==> src/rtl/fifo_pkg.sv <==
// Shared definitions for the dual-clock FIFO pointer logic: Gray conversion helpers
// and the write-side FSM encoding.
package fifo_pkg;

  // Helpers work on a wide word; callers zero-extend and truncate to their own width.
  localparam int unsigned MaxW = 32;

  localparam logic [1:0] IDLE  = 2'b00;
  localparam logic [1:0] WRITE = 2'b01;
  localparam logic [1:0] FULL  = 2'b10;

  typedef enum logic [1:0] {
    StIdle  = IDLE,
    StWrite = WRITE,
    StFull  = FULL
  } wstate_e;

  function automatic logic [MaxW-1:0] bin2gray(input logic [MaxW-1:0] b);
    return b ^ (b >> 1);
  endfunction

  function automatic logic [MaxW-1:0] gray2bin(input logic [MaxW-1:0] g);
    logic [MaxW-1:0] b;
    b[MaxW-1] = g[MaxW-1];
    for (int i = MaxW - 2; i >= 0; i--) begin
      b[i] = b[i+1] ^ g[i];
    end
    return b;
  endfunction

endpackage

==> src/rtl/sync_2ff.sv <==
// Two-flop synchronizer for multi-bit Gray pointers crossing clock domains.
module sync_2ff #(
  parameter int unsigned W = 1
) (
  input  logic         clk,
  input  logic         rst,
  input  logic [W-1:0] d_i,
  output logic [W-1:0] q_o
);

  logic [W-1:0] meta_q, sync_q;

  always_ff @(posedge clk or posedge rst) begin
    if (rst) begin
      meta_q <= '0;
      sync_q <= '0;
    end else begin
      meta_q <= d_i;
      sync_q <= meta_q;
    end
  end

  assign q_o = sync_q;

endmodule

==> src/rtl/fifo_write_logic.sv <==
// Write-domain control for the dual-clock FIFO: write pointer, Gray pointer export,
// synchronized full/almost-full/level flags and sticky overflow detection.
module fifo_write_logic
  import fifo_pkg::*;
#(
  parameter int unsigned PTR_SZ    = 2,
  parameter int unsigned AFULL_THR = 1
) (
  input  logic              clk,
  input  logic              rst,
  input  logic              winc,
  input  logic [PTR_SZ:0]   rptr_gray,
  output logic              write_en,
  output logic [PTR_SZ-1:0] waddr,
  output logic [PTR_SZ:0]   waddr_gray,
  output logic              wfull,
  output logic              walmost_full,
  output logic [PTR_SZ:0]   wlevel,
  output logic              werr
);

  localparam int unsigned PW = PTR_SZ + 1;
  localparam logic [PTR_SZ:0] DepthL   = PW'(2 ** PTR_SZ);
  localparam logic [PTR_SZ:0] AfullLvl = PW'(2 ** PTR_SZ - AFULL_THR);

  logic [PTR_SZ:0]   wq2_rptr;
  logic [PTR_SZ:0]   wbin_q, wbin_d;
  logic [PTR_SZ:0]   wgray_q, wgray_d;
  logic [PTR_SZ:0]   wlevel_q, wlevel_d;
  logic [PTR_SZ-1:0] waddr_q;
  logic              wfull_q, wfull_d;
  logic              wafull_q, wafull_d;
  logic              werr_q, werr_d;
  wstate_e           state_q, state_d;

  // Full and level are derived only from the synchronized read pointer.
  sync_2ff #(
    .W (PW)
  ) u_sync_rptr (
    .clk (clk),
    .rst (rst),
    .d_i (rptr_gray),
    .q_o (wq2_rptr)
  );

  assign write_en = winc & ~wfull_q;

  always_comb begin
    wbin_d   = wbin_q + PW'(write_en);
    wgray_d  = PW'(bin2gray(MaxW'(wbin_d)));
    // Full when the pointers differ only in their top two Gray bits (one lap apart).
    wfull_d  = (wgray_d == {~wq2_rptr[PTR_SZ:PTR_SZ-1], wq2_rptr[PTR_SZ-2:0]});
    wlevel_d = wbin_d - PW'(gray2bin(MaxW'(wq2_rptr)));
    wafull_d = (wlevel_d >= AfullLvl);
    werr_d   = werr_q | (winc & wfull_q);
  end

  always_comb begin
    state_d = state_q;
    unique case (state_q)
      StIdle: begin
        if (wlevel_d == DepthL)  state_d = StFull;
        else if (wlevel_d != '0) state_d = StWrite;
      end
      StWrite: begin
        if (wlevel_d == DepthL)  state_d = StFull;
        else if (wlevel_d == '0) state_d = StIdle;
      end
      StFull: begin
        if (wlevel_d == '0)          state_d = StIdle;
        else if (wlevel_d != DepthL) state_d = StWrite;
      end
      default: state_d = StIdle;
    endcase
  end

  always_ff @(posedge clk or posedge rst) begin
    if (rst) begin
      wbin_q   <= '0;
      waddr_q  <= '0;
      wgray_q  <= '0;
      wfull_q  <= 1'b0;
      wafull_q <= 1'b0;
      wlevel_q <= '0;
      werr_q   <= 1'b0;
      state_q  <= StIdle;
    end else begin
      wbin_q   <= wbin_d;
      waddr_q  <= wbin_d[PTR_SZ-1:0];
      wgray_q  <= wgray_d;
      wfull_q  <= wfull_d;
      wafull_q <= wafull_d;
      wlevel_q <= wlevel_d;
      werr_q   <= werr_d;
      state_q  <= state_d;
    end
  end

  assign waddr        = waddr_q;
  assign waddr_gray   = wgray_q;
  assign wfull        = wfull_q;
  assign walmost_full = wafull_q;
  assign wlevel       = wlevel_q;
  assign werr         = werr_q;

  a_full_matches_state : assert property (@(posedge clk) disable iff (rst)
    wfull_q == (state_q == StFull));

endmodule

==> config.mk <==
export PLATFORM = sky130hd
export DESIGN_NAME = fifo_write_logic
export DESIGN_NICKNAME = d
export VERILOG_FILES = /design/src/rtl/fifo_pkg.sv /design/src/rtl/sync_2ff.sv /design/src/rtl/fifo_write_logic.sv
export SDC_FILE = /design/constraint.sdc
export NUM_CORES = 1
export LEC_CHECK = 0
export ABC_AREA = 1
export BUFFER_PORTS_ARGS = -buffer_cell sky130_fd_sc_hd__buf_2
export CAP_MARGIN = 20
export CORE_MARGIN = 5
export CORE_UTILIZATION = 53
export CTS_BUF_LIST = sky130_fd_sc_hd__clkbuf_4 sky130_fd_sc_hd__clkbuf_8
export CTS_CLUSTER_SIZE = 25
export DETAILED_ROUTE_END_ITERATION = 10
export HOLD_SLACK_MARGIN = 0.03
export PLACE_DENSITY = 0.86
export SETUP_SLACK_MARGIN = 0.02
export SLEW_MARGIN = 20
export SYNTH_ARGS = -nofsm -noshare
export SYNTH_HDL_FRONTEND = slang
export SYNTH_SLANG_ARGS = --single-unit
export TNS_END_PERCENT = 100
==> constraint.sdc <==
create_clock -name clk -period 2.47 [get_ports clk]
set_input_delay 0.247 -clock clk [delete_from_list [all_inputs] [get_ports clk]]
set_output_delay 0.247 -clock clk [all_outputs]
set_load 0.05 [all_outputs]
## Yosys cells after proc, flatten, opt, wreduce, memory -nomap -nowiden

Index checks and enable logic that the tools add are counted.

- Output and inout port bits: 12
- Memories kept: 0
- Bits in registers: 20
- Bits in latches: 0
- Word-level logic and storage cells: 21
- Memory bits (read-only): 0
- Bits in writable memories: 0

- Multipliers: 0
- Shift-type cells: 0
- Bitwise operators: 8
- Multiplexer cells: 0
- Eq/ne operators: 1
- Add/subtract/negate cells: 2
- Magnitude comparators: 1
- Reduce and logical (&&, ||, !) cells: 0
- Divide/modulo/power cells: 0

Operators with widths:

| cell | number |
|---|---|
| $add 3x1->3 | 1 |
| $eq 3x3->1 | 1 |
| $ge 3x2->1 const B | 1 |
| $sub 3x3->3 | 1 |
| $xor 3x2->3 | 1 |
| $and 1x1->1 | 2 |
| $not 2->2 | 1 |
| $xor 1x1->1 | 2 |
| $not 1->1 | 1 |
| $or 1x1->1 | 1 |

## Logic depth before layout (Yosys ltp)

- Depth after elaboration: 5
- Depth in mapped cells: 11
- Gate-level depth less buffers: 11

## By module

From an unflattened synthesis, not the netlist that was laid out.

- Cell total of the unflattened synthesis: 72
- Area total of the unflattened synthesis: 710.7 um^2

By module, submodules not included:

| module | sequential area each (um^2) | times used | cells an instance | area an instance (um^2) |
|---|---|---|---|---|
| fifo_write_logic | 275.3 | 1 | 65 | 556.8 |
| sync_2ff | 150.1 | 1 | 7 | 153.9 |

## Least setup slack after synthesis

OpenSTA, ideal clock, no wires.

- Kind: register -> register
- From: reg wfull_q (netlist: wfull)
- To: reg wafull_q (netlist: walmost_full)
- Setup time: 131 ps
- Slack: 285 ps
- Data required time: 2339 ps
- Stages on the path, launching flop included: 8
- Path buffers: 0
- Data arrival time: 2054 ps
- Path through: dfrtp_1 -> inv_1 -> nand3_4 -> inv_1 -> ha_1 -> inv_1 -> fa_1 -> o211ai_1

- Word-level cells in the longest chain between the ends: 5

Ends and longest elaborated chain:

| what | RTL line | RTL |
|---|---|---|
| from (decl) | fifo_write_logic.sv:31 | `logic wfull_q, wfull_d;` |
| from (signal assigned) | fifo_write_logic.sv:91 | `wfull_q <= wfull_d;` |
| $not 1->1 | fifo_write_logic.sv:46 | `assign write_en = winc & ~wfull_q;` |
| $and 1x1->1 | fifo_write_logic.sv:46 |  |
| $add 3x1->3 | fifo_write_logic.sv:49 | `wbin_d = wbin_q + PW'(write_en);` |
| named net wbin_d[1] | fifo_write_logic.sv:27 | `logic [PTR_SZ:0] wbin_q, wbin_d;` |
| $sub 3x3->3 | fifo_write_logic.sv:53 | `wlevel_d = wbin_d - PW'(gray2bin(MaxW'(wq2_rptr)));` |
| $ge 3x2->1 | fifo_write_logic.sv:54 | `wafull_d = (wlevel_d >= AfullLvl);` |
| named net wafull_d | fifo_write_logic.sv:32 | `logic wafull_q, wafull_d;` |
| to (signal assigned) | fifo_write_logic.sv:92 | `wafull_q <= wafull_d;` |
| to (decl) | fifo_write_logic.sv:32 |  |

The timed path passes the listed nets, and every way through them passes these cells.

## Worst setup path after layout

Ends and elaborated chain as after synthesis.

==> run summary <==
ROUTE
------------------------------------------------------------------------------------
Post-detailed-routing wire length .....................................      1.12 mm
Initial DRT Pass Iterations ...........................................            2
Residual antenna-violating net count after detailed routing ...........            0
Starting DRC count in detailed routing ................................            1
Detailed-route via count ..............................................          492
Wire per inst .........................................................      10.5 um
Post-detailed-route via-to-cell ratio .................................         4.60
# DRC .................................................................            0

CTS
------------------------------------------------------------------------------------
CTS tree ..............................................................          yes
Post-CTS setup buffers ................................................            0
Number of buffers created by CTS ......................................            3
Clock sink total ......................................................           17
Number of resized instances in the post-cts repair step ...............            0
Maximum buffer depth of the clock tree ................................            2
Post-CTS Hold Buffers .................................................            0
Clock slew seen by the registers of the worst setup and hold paths ....      0.09 ns
Root cell of the clock tree ........................................... sky130_fd_sc_hd__clkbuf_4
H-tree depth ..........................................................            1
Clk_lat worst skew ....................................................      0.28 ns

GRT
------------------------------------------------------------------------------------
GRT Overall Usage .....................................................        12.4%
Grt total ovfl ........................................................            0
Maximum number of pins on one net before global-route repair ..........           18
Initial antenna violation count .......................................            0
Wire length of the first global-routing pass ..........................      1.99 mm
Number of global-route vias before repair .............................          524

FLOORPLAN
------------------------------------------------------------------------------------
Die outline height ....................................................      47.7 um
Area enclosed by the die boundary .....................................    2280 um^2
Row cnt ...............................................................           13
Die width .............................................................      47.7 um
Initial cell density of the core ......................................        57.3%
Ports placed on the boundary ..........................................           18
Placeable Area ........................................................    1320 um^2

FINAL LAYOUT
------------------------------------------------------------------------------------
Net count, final ......................................................          102
Post-route cell area ..................................................     888 um^2
Area added between synthesis and finish ...............................        17.7%
Share of layout cells above drive strength 1 ..........................        39.1%
Most used cells in the layout excluding fill and tap cells ............ sky130_fd_sc_hd__buf_2, sky130_fd_sc_hd__dfrtp_1, sky130_fd_sc_hd__inv_1
Final std cells w/o fill ..............................................          107
Antenna fix cells .....................................................            0

SETUP PATH
------------------------------------------------------------------------------------
Kind of launch point of the worst setup path ..........................    flip-flop
Critical Path End Type ................................................    flip-flop
Worst Reg2Reg Path Length in Cells ....................................            7
Top fanout value on the critical path .................................            5
Data arrival time of the critical path ................................      2.07 ns
Worst Path Required ...................................................      2.63 ns
Worst Setup Path Type ................................................. flip-flop to flip-flop

STA
------------------------------------------------------------------------------------
Final setup TNS .......................................................         0 ns
Final worst path period share .........................................        77.5%
Setup repair after global routing missed its margin ...................        false
Max-slew headroom .....................................................        59.0%
Worst-case setup margin in the final layout ...........................     0.556 ns
Measured slew at the worst slew-check pin .............................     0.614 ns
Number of pins exceeding their max-slew limit in the final report .....            0
Largest clock skew in the final design ................................  0.000444 ns
Max frequency .........................................................      523 MHz
Final worst path period need ..........................................      1.91 ns
Total count of hold-check failures in the final report ................            0
Setup violation total in the final timing report ......................            0

YOSYS
------------------------------------------------------------------------------------
Complex-gate fraction of the synthesized area .........................        2.16%
Syn. warnings .........................................................            0
Parity-gate share of the synthesized area counting xor and xnor cells .        2.32%
Register bit count reported by yosys ..................................           17
Area share of fa/ha/maj cells after synthesis .........................        5.97%
Number of distinct library cells after synthesis ......................           15
Post-synthesis mux area share .........................................           0%
Synth Net Count .......................................................           80
Synth Cell Area .......................................................     754 um^2
Sequential element share of the synthesized area ......................        56.4%
Combinational family with the most area after synthesis ............... simple AND/OR/NAND/NOR gates
Synth Area per Inst ...................................................    10.6 um^2
Area fraction in and, or, nand and nor cells after synthesis ..........        24.7%
Gate count of the mapped netlist ......................................           71

STATUS
------------------------------------------------------------------------------------
Run status ............................................................ finished, final reports clean

PLACEMENT
------------------------------------------------------------------------------------
Routability congestion estimate from global placement .................        0.794
Number of placed instances, taps included .............................          103
HPWL after detailed placement .........................................       930 um
Post-Place Setup Slack ................................................     0.544 ns
Placed Area ...........................................................     858 um^2
Number of port buffers ................................................           17

WORST HOLD PATH
------------------------------------------------------------------------------------
Class of the worst hold path .......................................... input port to async pin

FLOW RUN
------------------------------------------------------------------------------------
Max capacitance violation total .......................................            0

-- cell usage after synthesis --
library cell,instances,area share [%]
sky130_fd_sc_hd__nand3_4,1,2.3
sky130_fd_sc_hd__nand2_1,9,4.5
sky130_fd_sc_hd__inv_1,16,8.0
sky130_fd_sc_hd__nand2_4,2,3.0
sky130_fd_sc_hd__fa_1,1,2.7
sky130_fd_sc_hd__dfrtp_1,17,56
sky130_fd_sc_hd__ha_1,2,3.3
sky130_fd_sc_hd__xor2_1,2,2.3
sky130_fd_sc_hd__nand3_1,7,4.6
sky130_fd_sc_hd__nand3_2,3,4.0
sky130_fd_sc_hd__o211ai_1,1,1.0
sky130_fd_sc_hd__nor2_1,1,0.50
sky130_fd_sc_hd__nand2_2,7,5.8
sky130_fd_sc_hd__inv_2,1,0.50
sky130_fd_sc_hd__a21o_2,1,1.2
-- flip-flops by register name, indices dropped and copies added, names as in the netlist --
signal,flops
waddr,1
werr,1
wbin_q,2
wfull,1
waddr_gray,2
u_sync_rptr.q_o,3
wlevel,3
u_sync_rptr.meta_q,3
walmost_full,1
-- worst max-delay path, stage by stage, from the launching register on --
cell	delay, ns
sky130_fd_sc_hd__dfrtp_1	0.37
sky130_fd_sc_hd__inv_1	0.09
sky130_fd_sc_hd__nand3_4	0.10
sky130_fd_sc_hd__inv_1	0.05
sky130_fd_sc_hd__ha_1	0.35
sky130_fd_sc_hd__inv_1	0.14
sky130_fd_sc_hd__fa_1	0.58
sky130_fd_sc_hd__o211ai_1	0.10
-- kinds of logic (layout without fill, tap and decap cells) --
kind of cell | count (synthesis) | count (layout)
DFF | 17 | 17
buffers and inverters | 17 | 38
adders and majority gates | 3 | 3
xor gates and xnor gates | 2 | 2
AOI/OAI and AO/OA | 2 | 2
and+or+nand+nor | 30 | 30
-- stage by stage --
step | hold slack, ns | utilization [%]
floorplan | 0.173 | -
global placement | 0.333 | 65.1
detailed placement | 0.340 | 65.1
CTS | 0.0377 | 67.4
global route | 0.0471 | 67.4
finish | 0.0258 | 67.4
-- worst paths after layout --
kind                                  startpoint                     to  slack [ns]
max                                        wfull           walmost_full        0.56
min                                          rst              wlevel[1]        0.03
max reg2reg                                wfull           walmost_full        0.56
min reg2reg                u_sync_rptr.meta_q[0]     u_sync_rptr.q_o[0]        0.36
max in group asynchronous                    rst              wlevel[0]        2.05
min in group clk                    rptr_gray[1]  u_sync_rptr.meta_q[1]        0.07
-- area by class of cell --
cell class,instances,area (um^2)
timing repair buffer,17,85.1
inverter,17,63.8
sequential,17,425
multi-input combinational,37,265
fill,99,429
clock buffer,4,30.0
tap,15,18.8
-- layer usage --
metal,GRT usage [%],vias up,wire length [um]
met5,0,-,0
met4,4.84,0,0
met3,2.26,0,90
met2,20.6,16,532
met1,16.1,217,500
li1,-,259,-
Power is left out: the tool's default activity adds up to more than one toggle a clock period on the data nets, which glitch-free logic cannot reach.
